$ cat src/rtl/hx8352_pkg.sv
// Shared definitions for the HX8352 power-on init sequencer: ROM entry
// layout, op encodings and sequencer states.
package hx8352_pkg;

  localparam int ENTRY_W = 18;
  localparam int DATA_W  = 16;

  localparam logic [1:0] OP_CMD   = 2'b00;
  localparam logic [1:0] OP_DATA  = 2'b01;
  localparam logic [1:0] OP_DELAY = 2'b10;
  localparam logic [1:0] OP_END   = 2'b11;

  typedef enum logic [2:0] {
    ST_IDLE,
    ST_FETCH,
    ST_ISSUE,
    ST_DELAY,
    ST_DONE
  } seq_state_t;

  // Packs an op and its 16-bit operand into one ROM word.
  function automatic logic [ENTRY_W-1:0] pack_entry(input logic [1:0]        op,
                                                    input logic [DATA_W-1:0] value);
    return {op, value};
  endfunction

endpackage

$ cat src/rtl/hx8352_init_rom.sv
// Init-command table for the HX8352: synchronous read, one cycle of latency.
// Addresses past the table read as END so a short table always terminates.
module hx8352_init_rom
  import hx8352_pkg::*;
#(
  parameter int AW = 6
) (
  input  logic               clk,
  input  logic [AW-1:0]      addr,
  output logic [ENTRY_W-1:0] entry
);

  always_ff @(posedge clk) begin
    case (addr)
      AW'(0):  entry <= pack_entry(OP_CMD,   16'h0083);
      AW'(1):  entry <= pack_entry(OP_DATA,  16'h0002);
      AW'(2):  entry <= pack_entry(OP_DELAY, 16'd5);
      AW'(3):  entry <= pack_entry(OP_CMD,   16'h0085);
      AW'(4):  entry <= pack_entry(OP_DATA,  16'h0003);
      AW'(5):  entry <= pack_entry(OP_END,   16'h0000);
      default: entry <= pack_entry(OP_END,   16'h0000);
    endcase
  end

endmodule

$ cat src/rtl/hx8352_init_sequencer.sv
// Walks the HX8352 init ROM after panel reset, issuing bus writes and ms
// delays, then passes the bus writer through to the user requester.
module hx8352_init_sequencer
  import hx8352_pkg::*;
#(
  parameter int ROM_DEPTH  = 64,
  parameter int CLK_PER_MS = 50_000
) (
  input  logic              clk,
  input  logic              rst,
  input  logic              lcd_rst_done,
  output logic              bus_valid,
  output logic              bus_rs,
  output logic [DATA_W-1:0] bus_data,
  input  logic              bus_ready,
  input  logic              user_valid,
  input  logic              user_rs,
  input  logic [DATA_W-1:0] user_data,
  output logic              user_ready,
  output logic              init_done,
  output logic              busy
);

  localparam int AW = (ROM_DEPTH > 1) ? $clog2(ROM_DEPTH) : 1;
  localparam int PW = (CLK_PER_MS > 1) ? $clog2(CLK_PER_MS) : 1;
  localparam logic [AW-1:0] LAST_ADDR = AW'(ROM_DEPTH - 1);
  localparam logic [PW-1:0] PRESC_MAX = PW'(CLK_PER_MS - 1);

  seq_state_t          state_reg, state_next;
  logic [AW-1:0]       addr_reg, addr_next;
  logic                fetch_wait_reg, fetch_wait_next;
  logic [PW-1:0]       presc_reg, presc_next;
  logic [DATA_W-1:0]   ms_cnt_reg, ms_cnt_next;
  logic                rs_reg, rs_next;
  logic [DATA_W-1:0]   data_reg, data_next;
  logic                init_done_reg, init_done_next;
  logic                advance;

  logic [ENTRY_W-1:0]  rom_word;
  logic [1:0]          rom_op;
  logic [DATA_W-1:0]   rom_value;

  hx8352_init_rom #(
    .AW (AW)
  ) u_rom (
    .clk   (clk),
    .addr  (addr_reg),
    .entry (rom_word)
  );

  assign rom_op    = rom_word[ENTRY_W-1:DATA_W];
  assign rom_value = rom_word[DATA_W-1:0];

  always_ff @(posedge clk) begin
    if (rst) begin
      state_reg      <= ST_IDLE;
      addr_reg       <= '0;
      fetch_wait_reg <= 1'b0;
      presc_reg      <= '0;
      ms_cnt_reg     <= '0;
      rs_reg         <= 1'b0;
      data_reg       <= '0;
      init_done_reg  <= 1'b0;
    end else begin
      state_reg      <= state_next;
      addr_reg       <= addr_next;
      fetch_wait_reg <= fetch_wait_next;
      presc_reg      <= presc_next;
      ms_cnt_reg     <= ms_cnt_next;
      rs_reg         <= rs_next;
      data_reg       <= data_next;
      init_done_reg  <= init_done_next;
    end
  end

  always_comb begin
    state_next      = state_reg;
    addr_next       = addr_reg;
    fetch_wait_next = fetch_wait_reg;
    presc_next      = presc_reg;
    ms_cnt_next     = ms_cnt_reg;
    rs_next         = rs_reg;
    data_next       = data_reg;
    init_done_next  = init_done_reg;
    advance         = 1'b0;

    case (state_reg)
      ST_IDLE: begin
        if (lcd_rst_done) begin
          state_next      = ST_FETCH;
          addr_next       = '0;
          fetch_wait_next = 1'b0;
        end
      end

      // First FETCH cycle lets the ROM register addr_reg; the second decodes it.
      ST_FETCH: begin
        if (!fetch_wait_reg) begin
          fetch_wait_next = 1'b1;
        end else begin
          fetch_wait_next = 1'b0;
          case (rom_op)
            OP_CMD, OP_DATA: begin
              state_next = ST_ISSUE;
              rs_next    = rom_op[0];
              data_next  = rom_value;
            end
            OP_DELAY: begin
              state_next  = ST_DELAY;
              ms_cnt_next = rom_value;
              presc_next  = '0;
            end
            default: begin
              state_next     = ST_DONE;
              init_done_next = 1'b1;
            end
          endcase
        end
      end

      ST_ISSUE: begin
        if (bus_ready) begin
          advance = 1'b1;
        end
      end

      ST_DELAY: begin
        if (ms_cnt_reg == '0) begin
          advance = 1'b1;
        end else if (presc_reg == PRESC_MAX) begin
          presc_next  = '0;
          ms_cnt_next = ms_cnt_reg - 1'b1;
        end else begin
          presc_next = presc_reg + 1'b1;
        end
      end

      ST_DONE: begin
      end

      default: begin
        state_next = ST_IDLE;
      end
    endcase

    // The last ROM slot finishes the sequence even without an END entry.
    if (advance) begin
      if (addr_reg == LAST_ADDR) begin
        state_next     = ST_DONE;
        init_done_next = 1'b1;
      end else begin
        state_next = ST_FETCH;
        addr_next  = addr_reg + 1'b1;
      end
    end

    // Panel reset re-asserted: drop everything, including a pending write.
    if ((state_reg != ST_IDLE) && !lcd_rst_done) begin
      state_next      = ST_IDLE;
      addr_next       = '0;
      fetch_wait_next = 1'b0;
      presc_next      = '0;
      ms_cnt_next     = '0;
      init_done_next  = 1'b0;
    end
  end

  assign bus_valid  = (state_reg == ST_DONE) ? user_valid : (state_reg == ST_ISSUE);
  assign bus_rs     = (state_reg == ST_DONE) ? user_rs    : rs_reg;
  assign bus_data   = (state_reg == ST_DONE) ? user_data  : data_reg;
  assign user_ready = (state_reg == ST_DONE) && bus_ready;
  assign init_done  = init_done_reg;
  assign busy       = (state_reg == ST_FETCH) || (state_reg == ST_ISSUE) ||
                      (state_reg == ST_DELAY);

endmodule
$ cat config.mk
export PLATFORM = sky130hd
export DESIGN_NAME = hx8352_init_sequencer
export DESIGN_NICKNAME = d
export VERILOG_FILES = /design/src/rtl/hx8352_pkg.sv /design/src/rtl/hx8352_init_rom.sv /design/src/rtl/hx8352_init_sequencer.sv
export SDC_FILE = /design/constraint.sdc
export NUM_CORES = 1
export LEC_CHECK = 0
export CORE_MARGIN = 10
export CORE_UTILIZATION = 48
export CTS_CLUSTER_SIZE = 30
export DETAILED_ROUTE_END_ITERATION = 16
export GPL_TIMING_DRIVEN = 0
export HOLD_SLACK_MARGIN = 0.1
export PLACE_DENSITY = 0.72
export RECOVER_POWER = 100
export SYNTH_ARGS = -nofsm -noshare
export SYNTH_HDL_FRONTEND = slang
export SYNTH_SLANG_ARGS = --single-unit
export TNS_END_PERCENT = 10
$ cat constraint.sdc
create_clock -name clk -period 6.7 [get_ports clk]
set_input_delay 0.67 -clock clk [delete_from_list [all_inputs] [get_ports clk]]
set_output_delay 0.67 -clock clk [all_outputs]
set_load 0.02 [all_outputs]
==> metrics.txt, run 1 <==
outcome=finished clean; CTS Sinks=54; remaining antenna violation count after routing=0; DRT Pass-1 Iters=4; Mapped Cells=376; Final nets=453; Worst Hold Endpoint=ms_cnt_reg[15]; Reg2Reg Launch Point=presc_reg[3]; CTS HTree Levels=2; Clock Skew=9.48 ps; slew margin rel.=21.3%; Syn. warnings=0; drt via density=6.05; ys async rst share=0%; port buffer count=41; sequential area share after synthesis=35.3%; leading cell types in the layout, fill and taps excluded=dfxtp_1, nor2_1, a21oi_1, clkbuf_1, nand2_1; crit path launch type=flop; Layout area overhead=19.1%; end of the worst register-to-register path=presc_reg[14]; Syn Nets=405; unique cell type count in the Yosys netlist=55; layout cells sized above 1=5.65%; Clk pin slew, worst setup/hold paths=100 ps; synthesized area=3060 um^2; commonest non-fill, non-tap cell in the layout=dfxtp_1; GR Util All Layers=15.7%; Arr. time, crit path=2950 ps; DPL Wire Length=6.09 mm; Final setup viols=0; Hold Path Class=flop to flop; RSZ-0062 raised after global routing=no; CTS buffer count=5; Post-CTS Resized=0; Vias=3035; area of the core=6280 um^2; vias in the first global route=2732; hold_buf cts=0; hold_sp=ms_cnt_reg[15]; RePlAce Congestion=0.855; DR DRC count=0; top cell type by total area after synthesis=dfxtp_1; Crit path required time=6030 ps; Setup Buffers After CTS=0; CTS max path bufs=2; WHS Path Cells=2; routed wire length=8.17 mm; min Tclk post-route=3620 ps; Root Driver=clkbuf_8; Antenna Cells=0; Pwr Density=237 nW/um^2; Yosys reg bits=54; largest net degree at the start of global routing=18; max-slew violations=0; Crit Path Category=flop to primary output; Die Wd=99.8 um; largest cells by area after synthesis=dfxtp_1, a21oi_1, nor2_1; reg-to-reg slack, setup=3210 ps; Period Utilization, post-route=54.0%; total gr overflow=0; die area=9970 um^2; final hold violation count=0; setup_tns=0 ps; worst-skew pair later-pin latency=320 ps; I/O pin total=43; CTS tree=yes; measured slew at the worst slew-check pin=1170 ps; Synth Flop Type=dfxtp_1; Initial Utilization=48.7%; initial antenna violation count=0; DP Area=3570 um^2; Post-synth EDFFs=0; peak supply drop=0.156 mV; CP Capture Type=primary output; WL/cell=16.3 um; FMAX=277 MHz; share of Yosys cell area claimed by the top area cell type=35.3%; DRT iter0 DRCs=163; first-pass GRT wire length=13.2 mm; die extent in y=99.8 um; cell count of the worst reg-to-reg path=6; row count=29; leakage=1.38 nW; WHS=486 ps; crit path max fanout=10; Avg Cell Area, Syn=8.14 um^2; max_cap viols=0; Layout Cell Area excl Fill=3640 um^2
worst max path at each step:
stage,startpoint,endpoint,slack [ps],cells after the start
6_report,state_reg[1],bus_data[7],3080,7
5_1_grt,presc_reg[0],presc_reg[15],2820,7
4_1_cts,state_reg[1],bus_data[7],3200,7
3_5_place_dp,state_reg[1],bus_data[7],3560,7
3_3_place_gp,state_reg[1],bus_data[2],3600,7
2_1_floorplan,state_reg[1],bus_data[0],4420,6
stage by stage:
| stage | power, mW | setup WS (ps) | utilization [%] | std cells |
|---|---|---|---|---|
| 3_5_place_dp | 0.668 | 3560 | 56.8 | 494 |
| 3_3_place_gp | 0.661 | 3600 | 56.8 | 494 |
| 2_1_floorplan | 0.576 | 4420 | - | 376 |
| 4_1_cts | 0.868 | 3200 | 58.4 | 502 |
| 5_1_grt | 0.913 | 2820 | 58.1 | 502 |
| 6_report | 0.865 | 3080 | 58.1 | 502 |
synthesized netlist by cell type (5+ instances only):
master	n
nand2_1	24
clkbuf_1	22
dfxtp_1	54
o31ai_1	8
a2111oi_0	7
and3_1	14
mux2i_1	9
inv_1	10
mux2_2	5
or4_1	17
nand3_1	18
o21ai_0	13
a211oi_1	5
o211ai_1	8
or3_1	13
a21oi_1	29
nor2_1	34
nor3_1	7
xnor2_1	9
ha_1	7
power breakdown:
group | leakage, nW | switching [mW] | internal (mW)
Clock | 0.0478 | 0.117 | 0.0854
Combinational | 0.894 | 0.189 | 0.107
Sequential | 0.436 | 0.0208 | 0.346
Total | 1.38 | 0.327 | 0.538
cells by family (layout without fill, tap and decap cells):
kind of cell | count (synthesis) | after routing | synth area share [%]
mux | 14 | 14 | 4.79
simple gates | 163 | 163 | 29.9
xor+xnor | 9 | 9 | 2.58
buf+inv | 36 | 85 | 4.58
compound gates | 93 | 93 | 19.9
fa+ha+maj | 7 | 7 | 2.86
flops | 54 | 54 | 35.3
critical path, cell delays in order, from the launching register on:
cell and delay, ps:
dfxtp_1 310, clkbuf_1 170, clkbuf_1 250, nor2_1 380
and2_1 190, clkbuf_1 280, mux2_2 380, dlygate4sd3_1 660
final cells by class:
class / instances / area (um^2)
clock inverter: 2 / 16.3
timing repair buffer: 41 / 410
tap: 77 / 96.3
inverter: 10 / 37.5
buffer: 26 / 100
clock buffer: 6 / 82.6
sequential: 54 / 1080
fill: 595 / 2630
multi-input combinational: 286 / 1820
per-layer routing:
metal / vias to the layer above / wire length [um] / GRT usage, %
met5: - / 0 / 0
met4: 0 / 76 / 4.41
met3: 8 / 333 / 3.09
met2: 74 / 4010 / 25.7
met1: 1453 / 3750 / 20.5
li1: 1500 / - / -
(Power assumes the default switching activity.)
==> run 2: changes to the inputs <==
==> constraint.sdc (replaced) <==
create_clock -name clk -period 3.4 [get_ports clk]
set_input_delay 0.34 -clock clk [delete_from_list [all_inputs] [get_ports clk]]
set_output_delay 0.34 -clock clk [all_outputs]
set_load 0.02 [all_outputs]
==> metrics.txt, run 2 (synthesized netlist as in run 1, its figures left out) <==
CTS Sinks=54 (unchanged); area of the core=6280 um^2 (unchanged); outcome=finished clean; remaining antenna violation count after routing=0 (unchanged); hold_sp=rst; max-slew violations=0 (unchanged); RePlAce Congestion=0.855 (unchanged); slew margin rel.=38.1% (+17 points); FMAX=315 MHz; measured slew at the worst slew-check pin=915 ps (-254 ps); Layout area overhead=19.3%; CTS max path bufs=2 (unchanged); Final setup viols=0 (unchanged); total placed cells including tap cells=494 (unchanged); Pwr Density=467 nW/um^2 (+97%); setup_tns=0 ps (unchanged); Root Driver=clkbuf_8; fin cells=502 (unchanged); leakage=1.36 nW (-1.3%); crit path launch type=flop; RSZ-0062 raised after global routing=no; die extent in y=99.8 um (unchanged); CTS buffer count=5 (unchanged); Hold Path Class=input port to flop; WHS=358 ps (-128 ps); Arr. time, crit path=2830 ps (-120 ps); WHS Path Cells=2 (unchanged); Crit Path Category=flop to primary output; crit path max fanout=10 (unchanged); DRT Pass-1 Iters=4 (unchanged); routed wire length=8.18 mm (about the same); worst-skew pair later-pin latency=330 ps (about the same); reg-to-reg slack, setup=360 ps (-2850 ps); Initial Utilization=48.7% (unchanged); cell count of the worst reg-to-reg path=9 (+3); hold_buf cts=0 (unchanged); Reg2Reg Launch Point=ms_cnt_reg[0]; I/O pin total=43 (unchanged); Die Wd=99.8 um (unchanged); Period Utilization, post-route=93.3%; Clock Skew=8.91 ps (-0.573 ps); CTS tree=yes; Layout Cell Area excl Fill=3650 um^2 (+0.14%); die area=9970 um^2 (unchanged); first-pass GRT wire length=13.2 mm (unchanged); Vias=2989 (-1.5%); final hold violation count=0 (unchanged); leading cell types in the layout, fill and taps excluded=dfxtp_1, nor2_1, a21oi_1, clkbuf_1, clkdlybuf4s50_1; Antenna Cells=0 (unchanged); Crit path required time=3060 ps (-2970 ps); Pwr Total=1.71 mW (+97%); end of the worst register-to-register path=ms_cnt_reg[7]; DR DRC count=0 (unchanged); CTS HTree Levels=2 (unchanged); drt via density=5.95 (-1.5%); DRT iter0 DRCs=192 (+18%); setup ws final=228 ps (-2860 ps); vias in the first global route=2732 (unchanged); CP Capture Type=primary output; total gr overflow=0 (unchanged); layout cells sized above 1=5.65% (unchanged); port buffer count=41 (unchanged); commonest non-fill, non-tap cell in the layout=dfxtp_1; initial antenna violation count=0 (unchanged); max_cap viols=0 (unchanged); DPL Wire Length=6.09 mm (unchanged); DP Area=3570 um^2 (unchanged); largest net degree at the start of global routing=18 (unchanged); Fill cells=596 (+0.17%); Final nets=453 (unchanged); GR Util All Layers=15.7% (unchanged); Post-CTS Resized=0 (unchanged); Worst Hold Endpoint=rs_reg; Setup Buffers After CTS=0 (unchanged); peak supply drop=0.309 mV (+98%); Clk pin slew, worst setup/hold paths=110 ps (about the same); dpl ws=589 ps (-2970 ps); row count=29 (unchanged); min Tclk post-route=3170 ps; WL/cell=16.3 um (about the same); Util after Layout=58.1% (+0.080 points)
-- run 2: worst max-delay path, cell delays in order (launching register included) --
cell and delay, ps:
dfxtp_1 310, clkbuf_1 170, clkbuf_1 250, nor2_1 370, and2_0 180, clkbuf_1 290
mux2_2 380, clkdlybuf4s50_1 550
-- run 2: worst max path at each step --
| stage | startpoint | to | slack (ps) | cells after the start |
|---|---|---|---|---|
| after CTS | state_reg[1] | bus_data[7] | 230 | 7 |
| after floorplan | presc_reg[4] | ms_cnt_reg[4] | 1240 | 6 |
| after global placement | state_reg[1] | bus_data[2] | 630 | 7 |
| after detailed placement | state_reg[1] | bus_data[7] | 590 | 7 |
| final | state_reg[1] | bus_data[7] | 230 | 7 |
| after global routing | state_reg[1] | bus_data[7] | 80 | 7 |
-- run 2: where the power goes --
part	internal [mW]	switching [mW]
registers	0.681	0.0412
logic	0.212	0.371
clock network	0.168	0.232
total	1.06	0.644
-- run 2: area by class of cell --
class | instances | area (um^2) | area share [%]
Sequential cell | 54 | 1080 | 29.6
Clock inverter | 2 | 16.3 | 0.446
Buffer | 26 | 98.8 | 2.71
Timing Repair Buffer | 41 | 410 | 11.2
Multi-Input combinational cell | 286 | 1830 | 50.1
Inverter | 10 | 37.5 | 1.03
Clock buffer | 6 | 82.6 | 2.26
Tap cell | 77 | 96.3 | 2.64
-- run 2: layer usage --
layer | routed length (um) | global-route usage [%]
met1 | 3710 | 20.5
met2 | 4030 | 25.7
met3 | 372 | 3.09
met4 | 62 | 4.41
met5 | 0 | 0
==> run 3: changes to the inputs <==
==> constraint.sdc (replaced) <==
create_clock -name clk -period 3.4 [get_ports clk]
set_input_delay 0.68 -clock clk [delete_from_list [all_inputs] [get_ports clk]]
set_output_delay 0.68 -clock clk [all_outputs]
set_load 0.02 [all_outputs]
==> metrics.txt, run 3 (synthesized netlist as in run 1, its figures left out) <==
RePlAce Congestion=0.855 (unchanged); DPL Wire Length=6.09 mm (unchanged); DRT Pass-1 Iters=4 (unchanged); remaining antenna violation count after routing=0 (unchanged); routed wire length=8.17 mm (about the same); DR DRC count=0 (unchanged); Crit path required time=2720 ps (-340 ps); DRT iter0 DRCs=183 (-4.7%); slew margin rel.=39.1% (+1.0 points); Final nets=452 (-0.22%); leading cell types in the layout, fill and taps excluded=dfxtp_1, nor2_1, a21oi_1, clkdlybuf4s50_1; Layout area overhead=19.3% (unchanged); FMAX=308 MHz (-2.2%); Period Utilization, post-route=95.4% (+2.1 points); GR Util All Layers=15.7% (unchanged); Pwr Density=468 nW/um^2 (about the same); CP Cell Sequence=clkbuf_1, clkbuf_1, nor2_2, and2_2, mux2_2, clkdlybuf4s50_1; CTS buffer count=5 (unchanged); leakage=1.35 nW (-0.42%); die extent in y=99.8 um (unchanged); peak supply drop=0.309 mV (-0.13%); layout cells sized above 1=6.13% (+0.49 points); CTS max path bufs=2 (unchanged); slowest stage cell, crit path=clkdlybuf4s50_1; CTS Sinks=54 (unchanged); setup ws final=157 ps (-70.8 ps); max_cap viols=0 (unchanged); Root Driver=clkbuf_8; initial antenna violation count=0 (unchanged); I/O pin total=43 (unchanged); fin cells=501 (-0.20%); min Tclk post-route=3240 ps (+70.8 ps); port buffer count=41 (unchanged); total placed cells including tap cells=494 (unchanged); Clk pin slew, worst setup/hold paths=100 ps (about the same); outcome=finished clean; worst-skew pair later-pin latency=320 ps (about the same); RSZ-0062 raised after global routing=no; crit path buf inv count=3 (-1); measured slew at the worst slew-check pin=900 ps (-14.9 ps); row count=29 (unchanged); crit path max fanout=10 (unchanged); dpl ws=249 ps (-340 ps); final hold violation count=0 (unchanged); Slowest Stage Delay on Critical Path=610 ps (+60 ps); largest net degree at the start of global routing=18 (unchanged); setup_tns=0 ps (unchanged); Arr. time, crit path=2560 ps (-270 ps); Antenna Cells=0 (unchanged); crit path launch type=flop; die area=9970 um^2 (unchanged); Initial Utilization=48.7% (unchanged); CTS HTree Levels=2 (unchanged); Vias=2981 (-0.27%); Die Wd=99.8 um (unchanged); commonest non-fill, non-tap cell in the layout=dfxtp_1; WL/cell=16.3 um (+0.16%); Crit Path Category=flop to primary output; max-slew violations=0 (unchanged); DP Area=3570 um^2 (unchanged); Layout Cell Area excl Fill=3650 um^2 (unchanged); Clock Skew=10.0 ps (+1.09 ps); CTS tree=yes; most used cell, CP=clkbuf_1; total gr overflow=0 (unchanged); CP delay by family, top=buffers and inverters; Hold Path Class=flop to flop; area of the core=6280 um^2 (unchanged); first-pass GRT wire length=13.2 mm (unchanged); Final setup viols=0 (unchanged); CP Capture Type=primary output; vias in the first global route=2729 (-0.11%); drt via density=5.95 (about the same)
-- run 3: changes by cell type in the layout (fill, tap and decap cells not counted) --
cell and delta:
dlygate4sd3_1 -1, nor2_1 -1, and2_0 -1, clkbuf_1 -1
clkdlybuf4s50_1 +1, and2_2 +1, nor2_2 +1
-- run 3: through the flow --
step           util, %  hold WS, ps  total power, mW
5_1_grt           58.1          519             1.80
3_5_place_dp      56.8          467             1.32
4_1_cts           58.4          487             1.71
3_3_place_gp      56.8          465             1.30
2_1_floorplan        -          441             1.13
6_report          58.1          487             1.71
-- run 3: what timing repair did --
item                                   in CTS  in global routing
endpoints found under the hold margin       0                  0
gates resized for setup                     1                  1
hold buffers                                0                  0
setup endpoints to repair                   5                  2
setup buffers                               0                  0
-- run 3: layer usage --
layer / up-vias / GRT usage [%] / routed length [um]
li1: 1500 / - / -
met1: 1416 / 20.5 / 3690
met2: 59 / 25.7 / 4030
met3: 6 / 3.09 / 393
met4: 0 / 4.41 / 58
met5: - / 0 / 0
-- run 3: final timing paths --
kind	slack, ps	depth (start not counted)	to	startpoint
setup / recovery	160	6	bus_data[7]	state_reg[1]
hold / removal	490	2	ms_cnt_reg[15]	ms_cnt_reg[15]
setup reg to reg	360	9	ms_cnt_reg[7]	ms_cnt_reg[0]
hold reg to reg	490	2	ms_cnt_reg[15]	ms_cnt_reg[15]
-- run 3: power by group --
group | internal [mW] | switching [mW]
clock network | 0.168 | 0.232
logic | 0.213 | 0.372
registers | 0.681 | 0.0406
-- run 3: layout make-up --
class                           instances  area [um^2]
Fill cell                             599         2630
Clock inverter                          2         16.3
Multi-Input combinational cell        286         1830
Clock buffer                            6         82.6
Inverter                               10         37.5
Sequential cell                        54         1080
Buffer                                 25         95.1
Tap cell                               77         96.3
Timing Repair Buffer                   41          410
-- run 3: worst reg2reg max path: cells and delay by family (launching register included) --
kind | cells | cell delay, ps
AOI/OAI and AO/OA | 3 | 590
adders and majority gates | 1 | 150
buffers and inverters | 3 | 890
DFF | 1 | 340
and+or+nand+nor | 2 | 1020
